`config.mk`:
```
export PLATFORM = sky130hd
export DESIGN_NAME = host_cmd_ctrl_flat
export DESIGN_NICKNAME = d
export VERILOG_FILES = /design/src/rtl/host_cmd_ctrl_pkg.sv /design/src/rtl/host_cmd_ctrl_if.sv /design/src/rtl/host_cmd_ctrl.sv /design/src/flat_wrapper.sv
export SDC_FILE = /design/constraint.sdc
export NUM_CORES = 1
export LEC_CHECK = 0
export BUFFER_PORTS_ARGS = -buffer_cell sky130_fd_sc_hd__clkbuf_2
export CAP_MARGIN = 5
export CORE_MARGIN = 2
export CORE_UTILIZATION = 39
export DETAILED_ROUTE_END_ITERATION = 8
export SYNTH_ARGS = -nofsm -noshare
export SYNTH_HDL_FRONTEND = slang
export SYNTH_SLANG_ARGS = --single-unit
```
`constraint.sdc`:
```
create_clock -name clk -period 2.9 [get_ports clk]
set_input_delay 0.58 -clock clk [delete_from_list [all_inputs] [get_ports clk]]
set_output_delay 0.58 -clock clk [all_outputs]
set_load 0.01 [all_outputs]
```
`src/rtl/host_cmd_ctrl_pkg.sv`:
```
// Shared types and constants for the host command sequencer: FSM/phase
// encodings, header field positions and a combinational header decoder.
package host_cmd_ctrl_pkg;

  typedef enum logic [2:0] {
    ST_IDLE  = 3'd0,
    ST_FETCH = 3'd1,
    ST_LATCH = 3'd2,
    ST_BUS   = 3'd3,
    ST_PUSH  = 3'd4
  } state_t;

  // Which byte of the command stream the next LATCH captures.
  typedef enum logic [1:0] {
    PH_HDR  = 2'd0,
    PH_ADDR = 2'd1,
    PH_DATA = 2'd2
  } phase_t;

  localparam int   HDR_RW_BIT  = 7;
  localparam int   HDR_LEN_MSB = 3;
  localparam int   HDR_LEN_LSB = 0;
  localparam logic CMD_WR      = 1'b1;

  typedef struct packed {
    logic       wr;
    logic [3:0] len_m1;
  } hdr_t;

  function automatic hdr_t hdr_decode(input logic [7:0] b);
    hdr_t h;
    h.wr     = (b[HDR_RW_BIT] == CMD_WR);
    h.len_m1 = b[HDR_LEN_MSB:HDR_LEN_LSB];
    return h;
  endfunction

endpackage

```
`src/rtl/host_cmd_ctrl_if.sv`:
```
// FIFO-side and register-bus signals of the host command sequencer.
// master = the sequencer, slave = FIFOs plus register file.
interface host_cmd_ctrl_if;
  logic       rx_fifo_rd_en;
  logic [7:0] rx_fifo_dout;
  logic       rx_fifo_empty;
  logic       tx_fifo_wr_en;
  logic [7:0] tx_fifo_din;
  logic       tx_fifo_full;
  logic       reg_req;
  logic       reg_wr;
  logic [7:0] reg_addr;
  logic [7:0] reg_wdata;
  logic [7:0] reg_rdata;
  logic       reg_ack;

  modport master (
    output rx_fifo_rd_en, input rx_fifo_dout, input rx_fifo_empty,
    output tx_fifo_wr_en, output tx_fifo_din, input tx_fifo_full,
    output reg_req, output reg_wr, output reg_addr, output reg_wdata,
    input  reg_rdata, input reg_ack
  );

  modport slave (
    input  rx_fifo_rd_en, output rx_fifo_dout, output rx_fifo_empty,
    input  tx_fifo_wr_en, input tx_fifo_din, output tx_fifo_full,
    input  reg_req, input reg_wr, input reg_addr, input reg_wdata,
    output reg_rdata, output reg_ack
  );
endinterface

```
`src/rtl/host_cmd_ctrl.sv`:
```
// Host command sequencer: parses RX FIFO bytes into register read/write bursts
// and returns read data (or ERR_BYTE on bus timeout) through the TX FIFO.
module host_cmd_ctrl
  import host_cmd_ctrl_pkg::*;
#(
  parameter int         TIMEOUT_CYC = 64,
  parameter logic [7:0] ERR_BYTE    = 8'hEE
) (
  input  logic             clk,
  input  logic             reset_n,
  host_cmd_ctrl_if.master  bus,
  output logic             busy,
  output logic             err,
  output state_t           dbg_state
);

  // Handshakes: rx_fifo_rd_en pops only while !rx_fifo_empty and data is taken
  // the following cycle; tx_fifo_wr_en pushes only while !tx_fifo_full;
  // reg_req is held with stable reg_wr/addr/wdata until a one-cycle reg_ack
  // or the timeout, and drops the cycle after either.

  localparam logic [7:0] TMO_LAST = 8'(TIMEOUT_CYC - 1);

  state_t     state, state_nxt;
  phase_t     phase;
  hdr_t       hdr;
  logic       wr_q;
  logic [3:0] cnt_q;
  logic [7:0] addr_q, wdata_q, tx_din_q, tmo_q;
  logic       err_q;
  logic       ack_ok, tmo_hit, bus_done, last;

  assign hdr      = hdr_decode(bus.rx_fifo_dout);
  assign ack_ok   = (state == ST_BUS) && bus.reg_ack;
  assign tmo_hit  = (state == ST_BUS) && !bus.reg_ack && (tmo_q == TMO_LAST);
  assign bus_done = ack_ok || tmo_hit;
  assign last     = (cnt_q == 4'd0);

  always_ff @(posedge clk or negedge reset_n) begin
    if (!reset_n) state <= ST_IDLE;
    else          state <= state_nxt;
  end

  always_comb begin
    state_nxt = state;
    case (state)
      ST_IDLE:  if (!bus.rx_fifo_empty) state_nxt = ST_FETCH;
      ST_FETCH: if (!bus.rx_fifo_empty) state_nxt = ST_LATCH;
      ST_LATCH: begin
        case (phase)
          PH_HDR:  state_nxt = ST_FETCH;
          PH_ADDR: state_nxt = wr_q ? ST_FETCH : ST_BUS;
          PH_DATA: state_nxt = ST_BUS;
          default: state_nxt = ST_IDLE;
        endcase
      end
      ST_BUS: begin
        if (bus_done) begin
          if (wr_q) state_nxt = last ? ST_IDLE : ST_FETCH;
          else      state_nxt = ST_PUSH;
        end
      end
      ST_PUSH:  if (!bus.tx_fifo_full) state_nxt = last ? ST_IDLE : ST_BUS;
      default:  state_nxt = ST_IDLE;
    endcase
  end

  always_comb begin
    bus.rx_fifo_rd_en = (state == ST_FETCH) && !bus.rx_fifo_empty;
    bus.reg_req       = (state == ST_BUS);
    bus.tx_fifo_wr_en = (state == ST_PUSH) && !bus.tx_fifo_full;
    busy              = (state != ST_IDLE);
  end

  assign bus.reg_wr    = wr_q;
  assign bus.reg_addr  = addr_q;
  assign bus.reg_wdata = wdata_q;
  assign bus.tx_fifo_din = tx_din_q;
  assign err           = err_q;
  assign dbg_state     = state;

  always_ff @(posedge clk or negedge reset_n) begin
    if (!reset_n) begin
      phase    <= PH_HDR;
      wr_q     <= 1'b0;
      cnt_q    <= 4'd0;
      addr_q   <= 8'h00;
      wdata_q  <= 8'h00;
      tx_din_q <= 8'h00;
      err_q    <= 1'b0;
    end else begin
      case (state)
        ST_LATCH: begin
          case (phase)
            PH_HDR: begin
              wr_q  <= hdr.wr;
              cnt_q <= hdr.len_m1;
              phase <= PH_ADDR;
            end
            PH_ADDR: begin
              addr_q <= bus.rx_fifo_dout;
              phase  <= PH_DATA;
            end
            PH_DATA: wdata_q <= bus.rx_fifo_dout;
            default: phase   <= PH_HDR;
          endcase
        end
        ST_BUS: begin
          if (bus_done) begin
            if (tmo_hit) err_q <= 1'b1;
            // A timed-out write is dropped but the burst advances as if acked.
            if (wr_q) begin
              addr_q <= addr_q + 8'd1;
              cnt_q  <= cnt_q - 4'd1;
              if (last) phase <= PH_HDR;
            end else begin
              tx_din_q <= ack_ok ? bus.reg_rdata : ERR_BYTE;
            end
          end
        end
        ST_PUSH: begin
          if (!bus.tx_fifo_full) begin
            addr_q <= addr_q + 8'd1;
            cnt_q  <= cnt_q - 4'd1;
            if (last) phase <= PH_HDR;
          end
        end
        default: ;
      endcase
    end
  end

  // Counts cycles spent in the current BUS visit; zero on every entry.
  always_ff @(posedge clk or negedge reset_n) begin
    if (!reset_n)                        tmo_q <= 8'h00;
    else if (state == ST_BUS && !bus_done) tmo_q <= tmo_q + 8'd1;
    else                                 tmo_q <= 8'h00;
  end

endmodule
```
`src/flat_wrapper.sv`:
```
// flat-port wrapper written by rule: the top's interface ports become plain ports
module host_cmd_ctrl_flat import host_cmd_ctrl_pkg::*;
#(
  parameter int         TIMEOUT_CYC = 64,
  parameter logic [7:0] ERR_BYTE    = 8'hEE
)
  (clk, reset_n, busy, err, dbg_state, bus_rx_fifo_rd_en, bus_rx_fifo_dout, bus_rx_fifo_empty, bus_tx_fifo_wr_en, bus_tx_fifo_din, bus_tx_fifo_full, bus_reg_req, bus_reg_wr, bus_reg_addr, bus_reg_wdata, bus_reg_rdata, bus_reg_ack);
  host_cmd_ctrl_if bus_i ();
  input  logic clk;
  input  logic reset_n;
  output logic busy;
  output logic err;
  output state_t dbg_state;
  output wire logic [$bits(bus_i.rx_fifo_rd_en)-1:0] bus_rx_fifo_rd_en;
  input wire logic [$bits(bus_i.rx_fifo_dout)-1:0] bus_rx_fifo_dout;
  input wire logic [$bits(bus_i.rx_fifo_empty)-1:0] bus_rx_fifo_empty;
  output wire logic [$bits(bus_i.tx_fifo_wr_en)-1:0] bus_tx_fifo_wr_en;
  output wire logic [$bits(bus_i.tx_fifo_din)-1:0] bus_tx_fifo_din;
  input wire logic [$bits(bus_i.tx_fifo_full)-1:0] bus_tx_fifo_full;
  output wire logic [$bits(bus_i.reg_req)-1:0] bus_reg_req;
  output wire logic [$bits(bus_i.reg_wr)-1:0] bus_reg_wr;
  output wire logic [$bits(bus_i.reg_addr)-1:0] bus_reg_addr;
  output wire logic [$bits(bus_i.reg_wdata)-1:0] bus_reg_wdata;
  input wire logic [$bits(bus_i.reg_rdata)-1:0] bus_reg_rdata;
  input wire logic [$bits(bus_i.reg_ack)-1:0] bus_reg_ack;
  assign bus_rx_fifo_rd_en = bus_i.rx_fifo_rd_en;
  assign bus_i.rx_fifo_dout = bus_rx_fifo_dout;
  assign bus_i.rx_fifo_empty = bus_rx_fifo_empty;
  assign bus_tx_fifo_wr_en = bus_i.tx_fifo_wr_en;
  assign bus_tx_fifo_din = bus_i.tx_fifo_din;
  assign bus_i.tx_fifo_full = bus_tx_fifo_full;
  assign bus_reg_req = bus_i.reg_req;
  assign bus_reg_wr = bus_i.reg_wr;
  assign bus_reg_addr = bus_i.reg_addr;
  assign bus_reg_wdata = bus_i.reg_wdata;
  assign bus_i.reg_rdata = bus_reg_rdata;
  assign bus_i.reg_ack = bus_reg_ack;
  host_cmd_ctrl #(.TIMEOUT_CYC(TIMEOUT_CYC), .ERR_BYTE(ERR_BYTE)) u_core (.clk(clk), .reset_n(reset_n), .bus(bus_i), .busy(busy), .err(err), .dbg_state(dbg_state));
endmodule
```
==> key figures <==
Routing
  – Vias: 1785
  – ANT nets after route: 0
  – WL/cell: 13.9 um
  – Drt initial violations: 134
  – Drt drc: 0
  – WL final: 4680 um
  – TritonRoute pass-1 iters: 4
  – Vias per std cell: about 5.3

Worst setup path
  – Worst Setup EP: u_core.bus.reg_addr[6]
  – CP Cell Sequence: nand3b_1, inv_2, or2_1, nand2_1, o32ai_1, a21oi_2
  – CP endpoint kind: flip-flop
  – Path length in cells of the critical path: 6
  – CP top delay family: simple AND/OR/NAND/NOR gates
  – Crit path largest cell delay: about 0.61 ns
  – CP required: 3.07 ns
  – CP Launch Type: flip-flop
  – Critical setup path kind: flip-flop to flip-flop
  – Slowest cell on crit path: dfrtp_1
  – Crit path launch: u_core.dbg_state[0]
  – Reg2Reg Launch Point: u_core.dbg_state[0]
  – R2r setup slk: 0.73 ns
  – Max FO, Critical Path: 15
  – R2R depth: 6
  – Buf+Inv Stages, Crit Path: 1
  – Worst EP arrival: 2.34 ns
  – R2R Path End: u_core.bus.reg_addr[6]

Timing
  – Worst-Margin Slew: 0.634 ns
  – Worst Skew: 0.00699 ns
  – Final hold vios: 0
  – Total negative setup slack: 0 ns
  – Pins Over Slew Limit: 0
  – Max-slew headroom: 0.577
  – Hold Slack: ~0.36 ns
  – F_max: 461 MHz
  – Finish-stage setup viols: 0
  – Tcrit/Tclk final: 0.748
  – RSZ-0062 raised after global routing: no
  – Tmin final: 2.17 ns

Clock tree
  – Setup Buffers After CTS: 0
  – Clock tree root driver cell: clkbuf_8
  – Clk slew on worst S/H paths: 0.08 ns
  – Hold Buf Count CTS: 0
  – Num CTS Buffers: 5
  – CTS Sinks: between 40 and 50
  – Clock Tree Buf Depth: 2
  – Later-pin clock latency in the skew report: 0.29 ns
  – TritonCTS clock tree: built
  – H-tree Lvls: 2
  – Post_cts resized: 0

Synth
  – Syn nets: 236
  – Dominant synthesized flop cell: dfrtp_1
  – Cell area after synthesis: 2290 um^2
  – Adder-Cell Fraction of Synth Area: 0.0164
  – Post-synth EDFFs: 0
  – Synth Area in Compound Gates: 0.209
  – Ys async rst share: 1.00
  – Mapped Avg Cell Area: 10.8 um^2
  – Synth Warn #: 0
  – Library cells used by synthesis: 59
  – XOR/XNOR share of the synthesized area: 0.0230
  – Mapped Cells: between 200 and 250
  – Mux cell area share after synthesis: 0.0569
  – Flops & latches, synth: between 40 and 50
  – Post-Synth Simple-Gate Area: 0.178
  – Sequential share of the synthesized area: 0.470
  – Largest family of logic cells by synthesized area: compound AO/OA/AOI/OAI gates

Placed design
  – Hpwl dp: ~3400 um
  – Placed inst area: roughly 2600 um^2
  – Final GP Congestion: roughly 0.80
  – Port Buf Inserts: 53

Die
  – Row count: 27
  – Num ports: 54
  – Die H: 80.6 um
  – Core area: roughly 5600 um^2
  – Die width: roughly 80 um
  – Initial Util: 0.411
  – Die area: about 6500 um^2

Hold path
  – Classification of the worst-slack hold path: primary input to async pin

Power and ir drop
  – Pwr dens: roughly 1100 nW/um^2
  – LEAKAGE: about 1.2 nW
  – Peak supply drop: between 0.0005 and 0.0006 V

GRT
  – Vias in the first global route: around 1600
  – Largest net degree at the start of global routing: 44
  – GR Util All Layers: 0.156
  – GRT Residual Overflow: 0
  – Antenna violations before repair: 0
  – First-pass GRT wire length: 7870 um

Layout
  – Final nets: 288
  – Diodes inserted: 0
  – Layout cell share with drive strength beyond 1: 0.336
  – Most common cell after layout, fill and taps aside: clkbuf_2
  – Area grow syn2layout: 18.2%
  – Most frequent cells in the layout: clkbuf_2 (53), dfrtp_1 (43), nand2_1 (17), nor2_1 (15)
  – Cell area after layout: 2700 um^2

Job
  – Number of max-cap violations: 0

Outcome
  – Status: finished, final reports clean
power by group:
part	leakage, nW	internal (mW)	switching, mW	total (mW)
clock	0.0612	0.279	0.201	0.480
sequential	0.522	0.838	0.245	1.08
combinational	0.628	0.597	0.687	1.28
stage by stage:
step	total power, mW	setup WS (ns)	util	cells
CTS	2.88	0.726	0.485	337
global placement	2.37	0.784	0.464	329
detailed placement	2.39	0.736	0.464	329
global route	3.08	0.523	0.485	337
finish	2.85	0.732	0.485	337
floorplan	2.03	0.986	-	212
worst min path at each step:
stage	start	endpoint	slack, ns
after floorplan	reset_n	u_core.bus.reg_addr[0]	0.28
after global placement	u_core.tmo_q[0]	u_core.tmo_q[0]	0.45
after detailed placement	u_core.err	u_core.err	0.46
after CTS	reset_n	u_core.tmo_q[6]	0.38
after global routing	reset_n	u_core.bus.reg_wdata[0]	0.41
final	reset_n	u_core.tmo_q[6]	0.36
routing by layer:
| layer | global-route usage | vias up | share of wire |
|---|---|---|---|
| met5 | 0 | - | 0 |
| met4 | 0.0492 | 0 | 0.0075 |
| met3 | 0.0360 | 4 | 0.033 |
| met2 | 0.235 | 37 | 0.46 |
| met1 | 0.221 | 878 | 0.50 |
| li1 | - | 866 | - |
area by class of cell:
cell class / instances / area [um^2]
inverter: 9 / 33.8
clock buffer: 6 / 82.6
tap: 72 / 90.1
clock inverter: 2 / 35.0
multi-input combinational: 150 / 1110
fill: 547 / 2870
sequential: 43 / 1080
timing repair buffer: 55 / 280
registers in the layout, summed over array words and instances (netlist names):
register and cells:
u_core.dbg_state 3, u_core.bus.tx_fifo_din 8, u_core.bus.reg_wr 1, u_core.bus.reg_wdata 8, u_core.phase 2, u_core.err 1
u_core.cnt_q 4, u_core.tmo_q 8, u_core.bus.reg_addr 8
logic make-up (layout without fill, tap and decap cells):
logic type / after synthesis / count (layout)
flops: 43 / 43
simple gates: 72 / 72
buf+inv: 19 / 72
compound gates: 58 / 58
mux: 11 / 11
xor+xnor: 6 / 6
fa+ha+maj: 3 / 3
synthesized netlist by cell type (2+ instances only):
master,number,area share
a21oi_1,3,0.0066
a21oi_2,5,0.019
a21oi_4,3,0.021
a22o_1,2,0.0077
a22oi_1,2,0.0066
a31o_1,2,0.0077
a31o_2,2,0.0077
a32o_1,2,0.0087
and3_1,3,0.0082
buf_2,4,0.0087
buf_6,4,0.020
clkbuf_1,2,0.0033
dfrtp_1,43,0.47
ha_1,3,0.016
inv_1,8,0.013
mux2_1,8,0.039
mux2_4,2,0.013
nand2_1,17,0.028
nand2b_1,6,0.016
nand3_1,6,0.013
nand3b_1,2,0.0066
nor2_1,15,0.025
nor2_2,2,0.0055
nor3_1,4,0.0087
nor3b_2,2,0.011
o21a_1,3,0.0098
o21ai_0,7,0.015
o21ai_1,5,0.011
o22a_1,6,0.023
o2bb2ai_1,2,0.0077
or2_1,3,0.0082
or3_1,2,0.0055
or3b_1,2,0.0077
xnor2_1,3,0.011
xor2_1,3,0.011
(Power assumes the default switching activity.)
